<file path="src/rtl/slsu.sv">
// Single-outstanding load/store unit: checks a request, performs one memory
// access, and holds the response until the consumer takes it.
module slsu #(
  parameter int DATA_WIDTH = 32,
  parameter int MEM_SIZE   = 1024
) (
  input  logic                  clk,
  input  logic                  rst_n,
  input  logic                  req_valid_i,
  output logic                  req_ready_o,
  input  logic                  req_we_i,
  input  logic [2:0]            req_funct3_i,
  input  logic [DATA_WIDTH-1:0] req_addr_i,
  input  logic [DATA_WIDTH-1:0] req_wdata_i,
  input  logic [4:0]            req_rd_i,
  output logic                  resp_valid_o,
  input  logic                  resp_ready_i,
  output logic [DATA_WIDTH-1:0] resp_rdata_o,
  output logic [4:0]            resp_rd_o,
  output logic                  resp_err_o,
  output logic                  mem_read_o,
  output logic                  mem_write_o,
  output logic [1:0]            mem_size_o,
  output logic [DATA_WIDTH-1:0] mem_addr_o,
  output logic [DATA_WIDTH-1:0] mem_wdata_o,
  input  logic [DATA_WIDTH-1:0] mem_rdata_i
);

  typedef enum logic [1:0] {IDLE, ACCESS, RESP} state_t;

  // Highest address at which a full word still fits; applies to every size.
  localparam logic [DATA_WIDTH-1:0] LAST_WORD = DATA_WIDTH'(MEM_SIZE - 4);

  state_t                state;
  state_t                state_next;
  logic                  we_q;
  logic [2:0]            funct3_q;
  logic [DATA_WIDTH-1:0] addr_q;
  logic [DATA_WIDTH-1:0] wdata_q;
  logic [4:0]            rd_q;

  logic                  accept;
  logic                  funct3_ok;
  logic                  misaligned;
  logic                  out_of_range;
  logic                  req_err;
  logic [DATA_WIDTH-1:0] load_ext;

  assign req_ready_o  = rst_n && (state == IDLE);
  assign accept       = req_valid_i && req_ready_o;
  assign resp_valid_o = (state == RESP);

  always_comb begin
    funct3_ok = 1'b0;
    case (req_funct3_i)
      3'b000, 3'b001, 3'b010: funct3_ok = 1'b1;
      3'b100, 3'b101:         funct3_ok = !req_we_i;
      default:                funct3_ok = 1'b0;
    endcase
  end

  assign misaligned   = ((req_funct3_i[1:0] == 2'b01) && req_addr_i[0]) ||
                        ((req_funct3_i[1:0] == 2'b10) && (req_addr_i[1:0] != 2'b00));
  assign out_of_range = req_addr_i > LAST_WORD;
  assign req_err      = !funct3_ok || misaligned || out_of_range;

  // Memory returns the addressed bytes in the low lanes; only re-extension is needed.
  always_comb begin
    load_ext = mem_rdata_i;
    case (funct3_q)
      3'b000:  load_ext = {{(DATA_WIDTH-8){mem_rdata_i[7]}}, mem_rdata_i[7:0]};
      3'b100:  load_ext = {{(DATA_WIDTH-8){1'b0}}, mem_rdata_i[7:0]};
      3'b001:  load_ext = {{(DATA_WIDTH-16){mem_rdata_i[15]}}, mem_rdata_i[15:0]};
      3'b101:  load_ext = {{(DATA_WIDTH-16){1'b0}}, mem_rdata_i[15:0]};
      default: load_ext = mem_rdata_i;
    endcase
  end

  always_comb begin
    state_next = state;
    case (state)
      IDLE:    if (accept) state_next = req_err ? RESP : ACCESS;
      ACCESS:  state_next = RESP;
      RESP:    if (resp_ready_i) state_next = IDLE;
      default: state_next = IDLE;
    endcase
  end

  always_ff @(posedge clk) begin
    if (!rst_n) state <= IDLE;
    else        state <= state_next;
  end

  // Strobes are gated by rst_n so a reset mid-access never reaches memory.
  assign mem_read_o  = rst_n && (state == ACCESS) && !we_q;
  assign mem_write_o = rst_n && (state == ACCESS) && we_q;
  assign mem_size_o  = funct3_q[1:0];
  assign mem_addr_o  = addr_q;
  assign mem_wdata_o = wdata_q;

  always_ff @(posedge clk) begin
    if (!rst_n) begin
      we_q         <= 1'b0;
      funct3_q     <= 3'b000;
      addr_q       <= '0;
      wdata_q      <= '0;
      rd_q         <= 5'd0;
      resp_rdata_o <= '0;
      resp_rd_o    <= 5'd0;
      resp_err_o   <= 1'b0;
    end else begin
      if (accept) begin
        we_q     <= req_we_i;
        funct3_q <= req_funct3_i;
        addr_q   <= req_addr_i;
        wdata_q  <= req_wdata_i;
        rd_q     <= req_rd_i;
        if (req_err) begin
          resp_err_o   <= 1'b1;
          resp_rdata_o <= '0;
          resp_rd_o    <= req_rd_i;
        end
      end
      if (state == ACCESS) begin
        resp_err_o   <= 1'b0;
        resp_rdata_o <= we_q ? '0 : load_ext;
        resp_rd_o    <= rd_q;
      end
    end
  end

endmodule

</file>
<file path="config.mk">
export PLATFORM = sky130hd
export DESIGN_NAME = slsu
export DESIGN_NICKNAME = d
export VERILOG_FILES = /design/src/rtl/slsu.sv
export SDC_FILE = /design/constraint.sdc
export NUM_CORES = 1
export LEC_CHECK = 0
export CELL_PAD_IN_SITES_DETAIL_PLACEMENT = 2
export CELL_PAD_IN_SITES_GLOBAL_PLACEMENT = 2
export CORE_MARGIN = 4
export CORE_UTILIZATION = 23
export CTS_CLUSTER_SIZE = 12
export DETAILED_ROUTE_END_ITERATION = 7
export PLACE_DENSITY_LB_ADDON = 0.1
export SLEW_MARGIN = 20
export SYNTH_ARGS = -nofsm -noshare
export SYNTH_HDL_FRONTEND = slang
export SYNTH_SLANG_ARGS = --single-unit
export TNS_END_PERCENT = 20
</file>
<file path="constraint.sdc">
create_clock -name clk -period 4.09 [get_ports clk]
set_input_delay 0.818 -clock clk [delete_from_list [all_inputs] [get_ports clk]]
set_output_delay 0.818 -clock clk [all_outputs]
set_load 0.01 [all_outputs]
</file>
Yosys cells after proc, flatten, opt, wreduce, memory -nomap -nowiden
Cells that the tools add are included.
{"block": "word_totals", "register_bits": 113, "output_inout_bits": 108, "elab_cells": 62}
{"block": "op_classes", "n_lt_le_gt_ge": 1, "eq_ne": 13, "mux": 13, "n_bitwise": 1, "n_reduce_logical": 25}
{"cell": "$mux 32", "count": 4}
{"cell": "$pmux 32 s4", "count": 1}
{"cell": "$gt 32x10->1 const B", "count": 1}
{"cell": "$mux 5", "count": 3}
{"cell": "$eq 3x3->1 const B", "count": 4}
{"cell": "$logic_and 1x1->1", "count": 7}
{"cell": "$eq 3x1->1 const B", "count": 2}
{"cell": "$logic_not 3->1", "count": 2}
{"cell": "$mux 2", "count": 3}
{"cell": "$pmux 2 s3", "count": 1}
{"cell": "$reduce_and 2->1", "count": 3}
{"cell": "$reduce_bool 2->1", "count": 3}
{"cell": "$eq 2x1->1 const B", "count": 2}
{"cell": "$eq 2x2->1 const B", "count": 2}
{"cell": "$reduce_or 2->1", "count": 2}
{"cell": "$eq 3x2->1 const B", "count": 1}
{"cell": "$logic_not 1->1", "count": 3}
{"cell": "$logic_or 1x1->1", "count": 3}
{"cell": "$reduce_or 3->1", "count": 1}
{"cell": "$logic_not 2->1", "count": 1}
{"cell": "$ne 2x1->1 const B", "count": 1}
{"cell": "$ne 2x2->1 const B", "count": 1}
{"cell": "$pmux 1 s2", "count": 1}
{"cell": "$not 1->1", "count": 1}

Longest topological paths before layout
{"block": "depth", "word_depth": 9, "depth_mapped": 7, "ltp_nobuf": 4}

Worst setup path after synthesis
No wires, ideal clock.
{"block": "synth_path", "path_type": "input-to-output", "from": "input port rst_n", "to": "output port mem_read_o", "arrival_time_ns": 1.665, "path_slack_ns": 1.607, "cell_stages": 5, "path_buffers": 2, "path_cell_list": "buf_2 > inv_1 > or3_1 > clkbuf_1 > clkinv_1"}
{"block": "synth_between", "elab_chain_cells": 2}
{"item": "from (decl)", "line": "8", "rtl": "input logic rst_n,"}
{"item": "$logic_and 1x1->1 (2 in a row)", "line": "95", "rtl": "assign mem_read_o = rst_n && (state == ACCESS) && !we_q;"}
{"item": "to (decl)", "line": "21", "rtl": "output logic mem_read_o,"}
No other way between the ends.

Final worst setup path
Same ends and word-level chain as after synthesis.

==> flow_summary.yaml <==
logic_synthesis:
  seq_cells_post_synth: 113
  synthMuxAreaShare: 0
  synth_seq_area_share: 0.5176
  synth_compound_gate_area_share: 0.2305
  synth_warnings: 0
  synth_area_mm2: 0.004370
  most_area_hungry_cell_type_in_the_yosys_netlist: "sky130_fd_sc_hd__dfxtp_1"
  synth_fp_nets: 634
  synthAdderAreaFrac: 0
  post_synthesis_cell_count: 525
  synth-xor-area-share: 0
  synth.top_cells.by_area: "sky130_fd_sc_hd__dfxtp_1 (52%), sky130_fd_sc_hd__nand2_1 (14%), sky130_fd_sc_hd__a21oi_1 (11%), sky130_fd_sc_hd__a31o_2 (4.2%), sky130_fd_sc_hd__clkbuf_1 (2.6%)"
  postSynthAreaPerCell_um2: 8.325
  synth_top_family_by_area: "compound AO/OA/AOI/OAI gates"
  synth.lib_cells_used.distinct: 34
  yosys.area_share.simple: 0.1995
  synth_top_area_share: 0.5176
timing:
  timing.setup.tns_ns: 0
  finalCritPeriodShare: 0.8234
  slew_headroom: 0.4444
  rsz0062_at_grt: "false"
  report.final.slew_viol_count: 0
  fin_skew_ns: 0.007828
  hold_ws_ns: 0.4472
  period_needed_ns: 3.368
  clock.fmax_mhz: 296.9
  post-route-worst-setup-slack_ns: 0.7222
  final_setup_violation_count: 0
  slew_worst_pin_ns: 0.8335
  timing.final.hold_violations: 0
worst_setup_path:
  timing.critical_path.slowest_stage_cell: "sky130_fd_sc_hd__clkdlybuf4s50_1"
  criticalPathCategory: "primary input to output port"
  worst_setup_path_start_kind: "primary input"
  worstPathArrival_ns: 2.55
  critical-path-top-delay-family: "buffers and inverters"
  crit_path_max_incr_delay_ns: 0.59
  cpMostUsedCell: "sky130_fd_sc_hd__clkdlybuf4s50_1"
  cp_cell_instances: "clkdlybuf4s50_1 -> inv_2 -> or3_1 -> clkinv_1 -> clkdlybuf4s50_1"
  crit_path_end_kind: "output port"
  worstPathBufferInverterCount: 4
  crit_path_required_time_ns: 3.27
  path_max_fanout: 9
route:
  postRouteAntennaNets: 0
  routed-via-count: 4571
  initialDrtViolationCount: 136
  post_drt_via_cell_ratio: 4.722
  wl_per_cell_um: 18.20
  first_pass_iters: 4
  postRouteWirelength_um: 17620
  remaining_drc_errors: 0
layout:
  area.growth.synth_to_final_pct: 67.05
  finalNetCount: 833
  antenna_cells_inserted: 0
  stdcell_area_mm2: 0.007301
  layout.filler_cells: 2063
  drive_gt1_frac: 0.09673
  utilization: 0.3903
power:
  internal_power_uw: 2325
  power.net_switching_uw: 681.3
  power.density_mw_per_mm2: 411.7
  p_seq_frac: 0.387
  netSwitchingFraction: 0.2266
  ir_worst_vdd_uv: 266.6
  pleak_uw: 0.002596
  comb_power_share: 0.116
  pwr-share-clk: 0.497
run_status:
  result_of_the_run: "complete, no violations"
global_routing:
  grt_max_degree: 74
  antenna_found_initial: 0
  grt_first_pass_wirelength_um: 27830
  gr-total-overflow: 0
  grtUsageTotal: 0.1634
  number_of_global_route_vias_before_repair: 5073
floorplan:
  total_i_o_pin_count: 217
  die-area_mm2: 0.02127
  dieWidth_um: 145.8
  die_height_um: 145.8
  floorplan.initialDensity: 0.2336
  num_rows: 50
  fp.coreArea_mm2: 0.01871
cts:
  cts_inserted_buffers: 17
  tritoncts: "yes"
  max-clock-path-buffers: 2
  cts.clk_slew.worst_paths_ns: 0.05
  numClockSinks: 113
  postCtsSetupBuffers: 0
  clk_latency_ns: 0.40
  ctsRootBufferMaster: "sky130_fd_sc_hd__clkbuf_16"
  post_cts_hold_buffer_count: 0
  ctsHtreeMaxLevel: 4
  cts-resized-gates: 0
placed_design:
  gp_congestion: 0.7385
  placement.cell_area_mm2: 0.006704
  dp_hpwl_um: 12600
  post-place-ws_ns: 0.6933
  port_buffers: 216
run:
  drv.max_cap_violation_count: 0
min_path:
  worst_hold_path_type: "register to register"
-- synth_stat cells --
| master | count |
|---|---|
| sky130_fd_sc_hd__o21ai_0 | 14 |
| sky130_fd_sc_hd__nand4_1 | 7 |
| sky130_fd_sc_hd__nand2b_1 | 8 |
| sky130_fd_sc_hd__nor2b_1 | 1 |
| sky130_fd_sc_hd__buf_6 | 3 |
| sky130_fd_sc_hd__a221oi_1 | 1 |
| sky130_fd_sc_hd__nand4_2 | 1 |
| sky130_fd_sc_hd__nor4_1 | 7 |
| sky130_fd_sc_hd__or3_1 | 2 |
| sky130_fd_sc_hd__and2_1 | 2 |
| sky130_fd_sc_hd__o2111ai_1 | 5 |
| sky130_fd_sc_hd__a31oi_1 | 1 |
| sky130_fd_sc_hd__a32o_2 | 4 |
| sky130_fd_sc_hd__clkbuf_1 | 30 |
| sky130_fd_sc_hd__nand4bb_1 | 1 |
| sky130_fd_sc_hd__a31o_2 | 21 |
| sky130_fd_sc_hd__buf_1 | 2 |
| sky130_fd_sc_hd__a31o_1 | 3 |
| sky130_fd_sc_hd__inv_1 | 1 |
| sky130_fd_sc_hd__dfxtp_1 | 113 |
| sky130_fd_sc_hd__nand3_1 | 5 |
| sky130_fd_sc_hd__o31ai_4 | 1 |
| sky130_fd_sc_hd__nand2_1 | 167 |
| sky130_fd_sc_hd__a32o_1 | 4 |
| sky130_fd_sc_hd__nor3b_1 | 1 |
| sky130_fd_sc_hd__nor2_1 | 3 |
| sky130_fd_sc_hd__buf_2 | 9 |
| sky130_fd_sc_hd__buf_4 | 3 |
| sky130_fd_sc_hd__a211o_1 | 1 |
| sky130_fd_sc_hd__o32ai_2 | 1 |
| sky130_fd_sc_hd__o41a_1 | 5 |
| sky130_fd_sc_hd__clkinv_1 | 1 |
| sky130_fd_sc_hd__nor4b_1 | 1 |
| sky130_fd_sc_hd__a21oi_1 | 96 |
-- tightest hold or removal path: cells and delay by family (launching register included) --
family,cells,cell delay [ns]
DFF,1,0.30
and+or+nand+nor,2,0.09
-- per-layer routing --
layer,share of wire,GRT usage
met1,0.42,0.1853
met2,0.50,0.2875
met5,0,0
met3,0.069,0.05761
met4,0.011,0.05128
-- state kept, by name, indices dropped and copies added, names as in the netlist --
signal / count
funct3_q: 3
mem_addr_o: 32
mem_wdata_o: 32
rd_q: 5
resp_err_o: 1
resp_rd_o: 5
resp_rdata_o: 32
state: 2
we_q: 1
-- logic make-up (layout without fill, tap and decap cells) --
kind of cell | after synthesis | after routing
flip-flops | 113 | 113
AND/OR/NAND/NOR | 206 | 206
AO/OA/AOI/OAI | 157 | 157
buffers and inverters | 49 | 258
-- cell usage in the layout (no fill, tap or decap), types with 2 or more instances in the layout --
master | Yosys | routed
sky130_fd_sc_hd__o21ai_0 | 14 | 14
sky130_fd_sc_hd__a32o_1 | 4 | 4
sky130_fd_sc_hd__a32o_2 | 4 | 4
sky130_fd_sc_hd__nor2_1 | 3 | 3
sky130_fd_sc_hd__clkbuf_16 | 0 | 17
sky130_fd_sc_hd__a31o_1 | 3 | 3
sky130_fd_sc_hd__clkinv_2 | 0 | 3
sky130_fd_sc_hd__bufinv_16 | 0 | 2
sky130_fd_sc_hd__nand2b_1 | 8 | 8
sky130_fd_sc_hd__a21oi_1 | 96 | 96
sky130_fd_sc_hd__o2111ai_1 | 5 | 5
sky130_fd_sc_hd__clkbuf_8 | 0 | 7
sky130_fd_sc_hd__a31o_2 | 21 | 21
sky130_fd_sc_hd__or3_1 | 2 | 2
sky130_fd_sc_hd__o41a_1 | 5 | 5
sky130_fd_sc_hd__nand2_1 | 167 | 167
sky130_fd_sc_hd__buf_4 | 3 | 11
sky130_fd_sc_hd__clkdlybuf4s50_1 | 0 | 216
sky130_fd_sc_hd__nand3_1 | 5 | 5
sky130_fd_sc_hd__dfxtp_1 | 113 | 113
sky130_fd_sc_hd__nor4_1 | 7 | 7
sky130_fd_sc_hd__nand4_1 | 7 | 7
-- final cells by class --
cell class	count	area [um^2]	area share
timing repair buffer	227	2245	0.3075
clock inverter	5	75.07	0.01028
inverter	2	7.507	0.001028
multi-input combinational	363	1897	0.2598
clock buffer	24	521.8	0.07147
tap	234	292.8	0.04010
sequential	113	2262	0.3099
-- path summary, 6_finish.rpt --
kind,start,end,slack [ns],cells after the start
worst max-delay path,rst_n,mem_read_o,0.72,5
worst min-delay path,resp_err_o$_SDFFE_PP0P_,resp_err_o$_SDFFE_PP0P_,0.45,2
worst max register to register,state[0]$_SDFFE_PN0P_,resp_rd_o[0]$_SDFFE_PN0P_,2.19,4
worst min register to register,resp_err_o$_SDFFE_PP0P_,resp_err_o$_SDFFE_PP0P_,0.45,2
-- power by group through the flow --
stage | sequential [uW] | clock, uW | combinational (uW)
finish | 1160 | 1490 | 349
global route | 1170 | 1600 | 382
CTS | 1160 | 1540 | 358
detailed placement | 1190 | 0 | 356
global placement | 1180 | 0 | 347
floorplan | 1200 | 0 | 117
-- through the flow --
step / power, uW / cells
after CTS: 3059 / 968
after floorplan: 1314 / 525
final: 3006 / 968
after detailed placement: 1542 / 939
after global placement: 1531 / 939
after global routing: 3149 / 968
(Power assumes the default switching activity.)
